<file path="config.mk">
export PLATFORM = sky130hd
export DESIGN_NAME = reduction_accum_unit
export DESIGN_NICKNAME = d
export VERILOG_FILES = /design/src/rtl/reduction_pkg.sv /design/src/rtl/reduction_tree.sv /design/src/rtl/reduction_accum_unit.sv
export SDC_FILE = /design/constraint.sdc
export NUM_CORES = 1
export LEC_CHECK = 0
export ABC_CLOCK_PERIOD_IN_PS = 11000
export CAP_MARGIN = 20
export CORE_MARGIN = 4
export CORE_UTILIZATION = 60
export CTS_BUF_LIST = sky130_fd_sc_hd__clkbuf_8
export DETAILED_ROUTE_END_ITERATION = 10
export PLACE_DENSITY = 0.9
export SLEW_MARGIN = 10
export SYNTH_ARGS = -nofsm -noshare
export SYNTH_HDL_FRONTEND = slang
export SYNTH_SLANG_ARGS = --single-unit
</file>
<file path="constraint.sdc">
create_clock -name clk -period 11 [get_ports clk]
set_input_delay 3.3 -clock clk [delete_from_list [all_inputs] [get_ports clk]]
set_output_delay 3.3 -clock clk [all_outputs]
set_load 0.05 [all_outputs]
</file>
<file path="src/rtl/reduction_pkg.sv">
// Shared constants, group-state encoding and saturation helpers for the
// reduction/accumulate unit.
package reduction_pkg;

    localparam logic MODE_UNSIGNED = 1'b0;
    localparam logic MODE_SIGNED   = 1'b1;

    // Widest result the saturation helpers can describe; callers narrow it.
    localparam int unsigned SAT_W = 64;

    typedef enum logic {
        GRP_IDLE,
        GRP_OPEN
    } grp_state_e;

    function automatic int unsigned clog2(input int unsigned value);
        int unsigned r;
        r = 0;
        for (int unsigned i = 0; i < 32; i++) begin
            if ((64'd1 << i) < 64'(value)) r = i + 1;
        end
        return r;
    endfunction

    function automatic logic [SAT_W-1:0] sat_max(input int unsigned width, input logic mode);
        logic [SAT_W-1:0] v;
        v = '0;
        for (int unsigned i = 0; i < SAT_W; i++) begin
            if (i < width) v[i] = 1'b1;
        end
        if (mode == MODE_SIGNED) v[width-1] = 1'b0;
        return v;
    endfunction

    function automatic logic [SAT_W-1:0] sat_min(input int unsigned width, input logic mode);
        logic [SAT_W-1:0] v;
        v = '0;
        if (mode == MODE_SIGNED) v[width-1] = 1'b1;
        return v;
    endfunction

endpackage

</file>
<file path="src/rtl/reduction_tree.sv">
// Combinational pairwise adder tree: extends LANES values of IN_W bits to
// SUM_W bits (signed or unsigned) and sums them.
module reduction_tree
    import reduction_pkg::*;
#(
    parameter  int unsigned LANES = 4,
    parameter  int unsigned IN_W  = 9,
    localparam int unsigned SUM_W = IN_W + clog2(LANES)
) (
    input  logic [LANES*IN_W-1:0] p_i,
    input  logic                  signed_i,
    output logic [SUM_W-1:0]      sum_o
);

    localparam int unsigned LEVELS = clog2(LANES);
    localparam int unsigned EXT_W  = SUM_W - IN_W;

    for (genvar lv = 0; lv <= LEVELS; lv++) begin : g_lvl
        localparam int unsigned N = LANES >> lv;
        logic [SUM_W-1:0] v [N];

        if (lv == 0) begin : g_leaf
            for (genvar i = 0; i < N; i++) begin : g_ext
                assign v[i] = {{EXT_W{signed_i & p_i[i*IN_W+IN_W-1]}}, p_i[i*IN_W +: IN_W]};
            end
        end else begin : g_add
            for (genvar i = 0; i < N; i++) begin : g_pair
                assign v[i] = g_lvl[lv-1].v[2*i] + g_lvl[lv-1].v[2*i+1];
            end
        end
    end

    assign sum_o = g_lvl[LEVELS].v[0];

endmodule

</file>
<file path="src/rtl/reduction_accum_unit.sv">
// Two-stage SAD/dot reduction back end: per-lane A+B, tree sum, optional
// saturating accumulation across beat groups, valid/ready on both sides.
module reduction_accum_unit
    import reduction_pkg::*;
#(
    parameter int unsigned LANES  = 4,
    parameter int unsigned ELEM_W = 8,
    parameter int unsigned OUT_W  = 16
) (
    input  logic                    clk,
    input  logic                    rst,
    input  logic                    in_valid,
    output logic                    in_ready,
    input  logic [LANES*ELEM_W-1:0] A,
    input  logic [LANES*ELEM_W-1:0] B,
    input  logic                    mode,
    input  logic                    acc_en,
    input  logic                    last,
    output logic                    out_valid,
    input  logic                    out_ready,
    output logic [OUT_W-1:0]        S,
    output logic                    ovf
);

    localparam int unsigned P_W   = ELEM_W + 1;
    localparam int unsigned SUM_W = P_W + clog2(LANES);
    localparam int unsigned X_W   = OUT_W + 1;

    logic en;
    logic accept;

    grp_state_e grp_q, grp_d;
    logic       grp_mode_q, grp_mode_d;
    logic       eff_mode;

    logic                 s1_valid_q;
    logic [LANES*P_W-1:0] s1_p_q, s1_p_d;
    logic                 s1_mode_q, s1_acc_q, s1_last_q;
    logic [P_W-1:0]       a_e, b_e;

    logic [SUM_W-1:0] sum;
    logic [X_W-1:0]   sum_x, acc_x, nxt;
    logic             nxt_ovf;
    logic [OUT_W-1:0] nxt_sat, smax, smin;

    logic [OUT_W-1:0] acc_q, acc_d;
    logic [OUT_W-1:0] s_q, s_d;
    logic             sticky_q, sticky_d;
    logic             ovf_q, ovf_d;
    logic             out_valid_q, out_valid_d;

    assign en       = !out_valid_q || out_ready;
    assign in_ready = en;
    assign accept   = in_valid && en;

    // Group mode is resolved at acceptance so stage 1 already extends later
    // beats of a group with the mode latched on its first beat.
    always_comb begin
        grp_d      = grp_q;
        grp_mode_d = grp_mode_q;
        eff_mode   = mode;
        if (accept && acc_en) begin
            case (grp_q)
                GRP_IDLE: begin
                    if (!last) begin
                        grp_d      = GRP_OPEN;
                        grp_mode_d = mode;
                    end
                end
                GRP_OPEN: begin
                    eff_mode = grp_mode_q;
                    if (last) grp_d = GRP_IDLE;
                end
                default: grp_d = GRP_IDLE;
            endcase
        end
    end

    always_ff @(posedge clk) begin
        if (rst) begin
            grp_q      <= GRP_IDLE;
            grp_mode_q <= MODE_UNSIGNED;
        end else begin
            grp_q      <= grp_d;
            grp_mode_q <= grp_mode_d;
        end
    end

    always_comb begin
        s1_p_d = '0;
        a_e    = '0;
        b_e    = '0;
        for (int unsigned i = 0; i < LANES; i++) begin
            a_e = {eff_mode & A[i*ELEM_W+ELEM_W-1], A[i*ELEM_W +: ELEM_W]};
            b_e = {eff_mode & B[i*ELEM_W+ELEM_W-1], B[i*ELEM_W +: ELEM_W]};
            s1_p_d[i*P_W +: P_W] = a_e + b_e;
        end
    end

    always_ff @(posedge clk) begin
        if (rst) begin
            s1_valid_q <= 1'b0;
            s1_p_q     <= '0;
            s1_mode_q  <= MODE_UNSIGNED;
            s1_acc_q   <= 1'b0;
            s1_last_q  <= 1'b0;
        end else if (en) begin
            s1_valid_q <= in_valid;
            s1_p_q     <= s1_p_d;
            s1_mode_q  <= eff_mode;
            s1_acc_q   <= acc_en;
            s1_last_q  <= last;
        end
    end

    reduction_tree #(
        .LANES (LANES),
        .IN_W  (P_W)
    ) u_tree (
        .p_i      (s1_p_q),
        .signed_i (s1_mode_q),
        .sum_o    (sum)
    );

    always_comb begin
        sum_x = s1_mode_q ? {{(X_W-SUM_W){sum[SUM_W-1]}}, sum}
                          : {{(X_W-SUM_W){1'b0}}, sum};
        acc_x = s1_mode_q ? {acc_q[OUT_W-1], acc_q} : {1'b0, acc_q};
        nxt   = acc_x + sum_x;
        smax  = OUT_W'(sat_max(OUT_W, s1_mode_q));
        smin  = OUT_W'(sat_min(OUT_W, s1_mode_q));
        if (s1_mode_q == MODE_SIGNED) nxt_ovf = nxt[OUT_W] ^ nxt[OUT_W-1];
        else                          nxt_ovf = nxt[OUT_W];
        if (!nxt_ovf)                        nxt_sat = nxt[OUT_W-1:0];
        else if (s1_mode_q && nxt[OUT_W])    nxt_sat = smin;
        else                                 nxt_sat = smax;
    end

    always_comb begin
        acc_d       = acc_q;
        sticky_d    = sticky_q;
        s_d         = s_q;
        ovf_d       = ovf_q;
        out_valid_d = out_valid_q;
        if (en) begin
            out_valid_d = 1'b0;
            if (s1_valid_q) begin
                if (!s1_acc_q) begin
                    s_d         = sum_x[OUT_W-1:0];
                    ovf_d       = 1'b0;
                    out_valid_d = 1'b1;
                end else if (s1_last_q) begin
                    s_d         = nxt_sat;
                    ovf_d       = sticky_q | nxt_ovf;
                    out_valid_d = 1'b1;
                    acc_d       = '0;
                    sticky_d    = 1'b0;
                end else begin
                    acc_d    = nxt_sat;
                    sticky_d = sticky_q | nxt_ovf;
                end
            end
        end
    end

    always_ff @(posedge clk) begin
        if (rst) begin
            acc_q       <= '0;
            sticky_q    <= 1'b0;
            s_q         <= '0;
            ovf_q       <= 1'b0;
            out_valid_q <= 1'b0;
        end else begin
            acc_q       <= acc_d;
            sticky_q    <= sticky_d;
            s_q         <= s_d;
            ovf_q       <= ovf_d;
            out_valid_q <= out_valid_d;
        end
    end

    assign out_valid = out_valid_q;
    assign S         = s_q;
    assign ovf       = ovf_q;

endmodule
</file>
* Word level (Yosys, flattened, before mapping)
Index checks and enable logic that the tools add are counted.
** Storage, ports and cells
- Logic and storage cells :: 64
- Register bits after elaboration :: 77
** Cells by class
- Equal/unequal tests :: 1
- Reduce and logical (&&, ||, !) cells :: 8
- Bitwise logic cells :: 16
- Mux-type cells :: 19
- $add $sub $neg :: 8
** Operator list (count)
- $mux W16 :: 5
- $add A9 B9 Y9 :: 4
- $mux W17 :: 2
- $add A10 B10 Y11 :: 2
- $add A17 B17 Y17 :: 1
- $and A1 B1 Y1 :: 12
- $mux W1 :: 12
- $add A11 B11 Y11 :: 1
- $reduce_and A3 Y1 :: 3
- $logic_and A1 B1 Y1 :: 3
- $ne A2 B1 Y1 const B :: 1
- $not A1 Y1 :: 2
- $logic_not A1 Y1 :: 1
- $logic_or A1 B1 Y1 :: 1
- $or A1 B1 Y1 :: 1
- $xor A1 B1 Y1 :: 1

* Depth between registers and ports, before layout
- Word-level depth :: 10
- Gate-level depth with buffers :: 26
- Depth with buffers taken out :: 25

* Cells and area by module
Synthesis repeated with hierarchy kept, for this count alone.
** Second synthesis, totals
- Cell total of the unflattened synthesis :: 776
- Area total of the unflattened synthesis :: 6118.4 um^2
** By module, submodules not included
- reduction_accum_unit :: area an instance 5089.9 um^2, cells each 648, times used 1
- reduction_tree :: area an instance 1028.5 um^2, cells each 128, times used 1

* Least setup slack after synthesis
OpenSTA, ideal clock, no wires.
- Path type :: input port to output port
- Start point :: input out_ready
- End point :: output in_ready
- Stages :: 4
- Path slack :: 3.344 ns
- Data arrival time :: 4.356 ns
- Path through :: nor2b_1 inv_1 clkbuf_1 buf_1
** On the way
- Longest elaborated chain between the ends :: 1
** Ends and longest elaborated chain
- start: declaration :: line reduction_accum_unit.sv:20 : input logic out_ready,
- $logic_or A1 B1 Y1 :: line reduction_accum_unit.sv:52 : assign en = !out_valid_q || out_ready;
- end: declaration :: line reduction_accum_unit.sv:13 : output logic in_ready,
No other way between the ends.

* Worst setup path after layout
Same ends and word-level chain as after synthesis.

==> impl_metrics.ini <==
[run_status]
status = finished, final reports clean

[clocking]
clock_latency_on_the_worst_skew_pair_ns = 0.36
worst_setup_hold_path_clk_slew_ns = 0.08
ctsLongestPathBuffers = 2
cts-resized-gates = 0
cts_tree = done
post_cts_setup_repair_bufs = 0
tritoncts_num_sinks = 77
postCtsHoldBufs = 0
cts_inserted_buffers = 9
clock-root-buffer = clkbuf_8
htree_num_levels = 3

[synth]
asyncSetResetFlopFracSynth_pct = 0
synthesis.yosys.warnings = 0
synth-edff-count = 0
synth.distinct_cells = 59
postSynthRegisterBits = 77
post_synth.cell_area_avg_um2 = 8.01
dominantRegCellSynth = dfxtp_1
synth_area_um2 = 5780
nets_in_the_synthesized_netlist = 871
seq_area_frac_synth_pct = 26.7
syn-instance-count = 722

[place]
io_buffers = 89
place_hpwl_mm = 10.1
place.detailed.instances = 918
finalWeightedCongestion = 0.919

[sta]
final.setup_skew_ns = 0.0101
setup-violations-final = 0
final-max-slew-violation-count = 0
final-hold-violation-count = 0
min_period_ns = 8.30
setup_repair_after_global_routing_missed_its_margin = no
worstMarginPinSlew_ns = 0.854
final_min_period_over_clock_period_pct = 75.5
worst_case_headroom_to_the_max_slew_limit_pct = 42.8
totalNegativeSetupSlack_ns = 0
worst_hold_slack_ns = 0.455
max_freq_mhz = 120

[power]
powerDensity_nw_per_um2 = 178
power_leakage_nw = 3.10
p_sw_share_pct = 39.0
reg_power_share_pct = 26.1
worst_ir_drop_vdd_uv = 101
power.share.combinational_pct = 50.1
internal_power_mw = 0.763
total_net_switching_power_mw = 0.487
fin_total_pwr_mw = 1.25
clockPowerShare_pct = 23.7

[route]
drt_iter0_markers = 290
drt-total-wl_mm = 13.5
remaining_drc_errors = 0
route.vias.total = 5254
routed_wire_length_per_instance_um = 14.4
detail_route.vias_per_cell = 5.63
final_antenna_net_count = 0
drt_pre_antenna_iters = 5

[global_route]
first_global_vias = 5245
gr-usage-all-layers_pct = 24.6
global_route_wire_length_before_repair_mm = 23.0
antenna_found_initial = 0
globalRoute.totalOverflow = 0
largest_net_degree_at_the_start_of_global_routing = 66

[setup_path]
critPathRequiredTime_ns = 7.70
worst_path_max_delay_cell = clkdlybuf4s50_1
crit_path_dat_ns = 5.00
path_depth = 5
critical-path-max-stage-delay_ns = 0.72
crit_fanout = 40
worstPathBufferInverterCount = 4
critical_path.most_common_cell = clkdlybuf4s50_1
reg2regPathDepth = 25
critical_path.startpoint_type = primary input
crit_family = buffers and inverters
worst_setup_path_end_kind = output pin
critical_path.cell_chain = clkdlybuf4s50_1 > nor2b_2 > buf_4 > inv_1 > clkdlybuf4s50_1
worstSetupStartpoint = out_ready
reg2reg_from = s1_p_q[1]$_SDFFE_PP0N_
crit_type = in2out

[layout]
most_used_cells_in_the_layout_excluding_fill_and_tap_cells = 94 x inv_1, 89 x nand2_1, 88 x clkdlybuf4s50_1, 80 x a21oi_1, 77 x dfxtp_1
final_non_filler_cells = 934
areaGrowthSynthToFinish_pct = 21.6
layout-drive-gt1-share_pct = 4.60
nNetsFinal = 949
insertedDiodeCount = 0
layout_commonest_cell = inv_1

[floorplanning]
rows = 35
design.core.area_um2 = 9330
die_h_um = 106
floorplan.die_area_um2 = 11300
start_util_pct = 62.0
chipWidth_um = 106
ioPinCount = 90

[worst_hold_path]
hold_path_startpoint = s1_p_q[6]$_SDFFE_PP0N_
whs_path_depth = 2
path_type_of_the_worst_min_delay_path = reg2reg

[flow_run]
cap_violations = 0
per-stage QoR:
stage | setup slack, ns | area [um2] | util [%]
floorplan | 3.34 | 5780 | -
global placement | 2.71 | 6740 | 72.3
detailed placement | 2.70 | 6750 | 72.4
CTS | 2.69 | 7030 | 75.4
global route | 2.58 | 7030 | 75.4
finish | 2.70 | 7030 | 75.4
tightest hold or removal path, stage by stage (launching register included):
cell     delay [ns]
dfxtp_1        0.31
nand2_1        0.05
a21oi_1        0.05
path summary, 6_finish.rpt:
path | slack [ns] | to
max | 2.70 | in_ready
min reg2reg | 0.46 | s1_p_q[6]$_SDFFE_PP0N_
min | 0.46 | s1_p_q[6]$_SDFFE_PP0N_
max reg2reg | 4.68 | S[10]$_SDFFE_PP0P_
cell usage after synthesis, drive strengths merged (17+ instances only):
library cell / count / area, um2
a21oi: 81 / 409
clkbuf: 21 / 78.8
dfxtp: 77 / 1540
fa: 25 / 500
ha: 53 / 663
inv: 94 / 353
nand2: 90 / 345
nor2: 50 / 188
o21ai: 40 / 200
o22ai: 17 / 119
xnor2: 31 / 279
flip-flops by register name, indices dropped and copies added (netlist names):
name	flops
s1_p_q	36
acc_q	16
S	16
ovf	1
s1_valid_q	1
s1_acc_q	1
s1_mode_q	1
out_valid	1
grp_mode_q	1
s1_last_q	1
grp_q	1
sticky_q	1
cell families after synthesis:
| kind of cell | after synthesis | synth area share, % |
|---|---|---|
| AO/OA/AOI/OAI | 210 | 23.1 |
| AND/OR/NAND/NOR | 192 | 14.8 |
| buffers and inverters | 120 | 7.99 |
| adder cells (fa/ha/maj) | 78 | 20.1 |
| flip-flops | 77 | 26.7 |
| XOR/XNOR | 43 | 6.88 |
| multiplexers | 2 | 0.346 |
power groups by stage:
stage	registers (mW)	logic [mW]	clock network (mW)
floorplan	0.356	0.446	0
global placement	0.330	0.589	0
detailed placement	0.332	0.613	0
CTS	0.326	0.621	0.298
global route	0.330	0.697	0.311
finish	0.327	0.627	0.297
layer usage:
layer	up-vias	wire (um)	global-route usage (%)
met2	187	6690	44.6
li1	2598	-	-
met4	0	285	9.44
met3	29	799	4.19
met1	2440	5710	28.9
met5	-	0	0
area by class of cell:
| type | instances | area (um2) |
|---|---|---|
| clock inverter | 5 | 129 |
| multi-input combinational | 525 | 3780 |
| sequential | 77 | 1540 |
| tap | 129 | 161 |
| fill | 673 | 2300 |
| clock buffer | 11 | 151 |
| timing repair buffer | 93 | 916 |
| inverter | 94 | 353 |
Power figures use the tool's default switching activity.
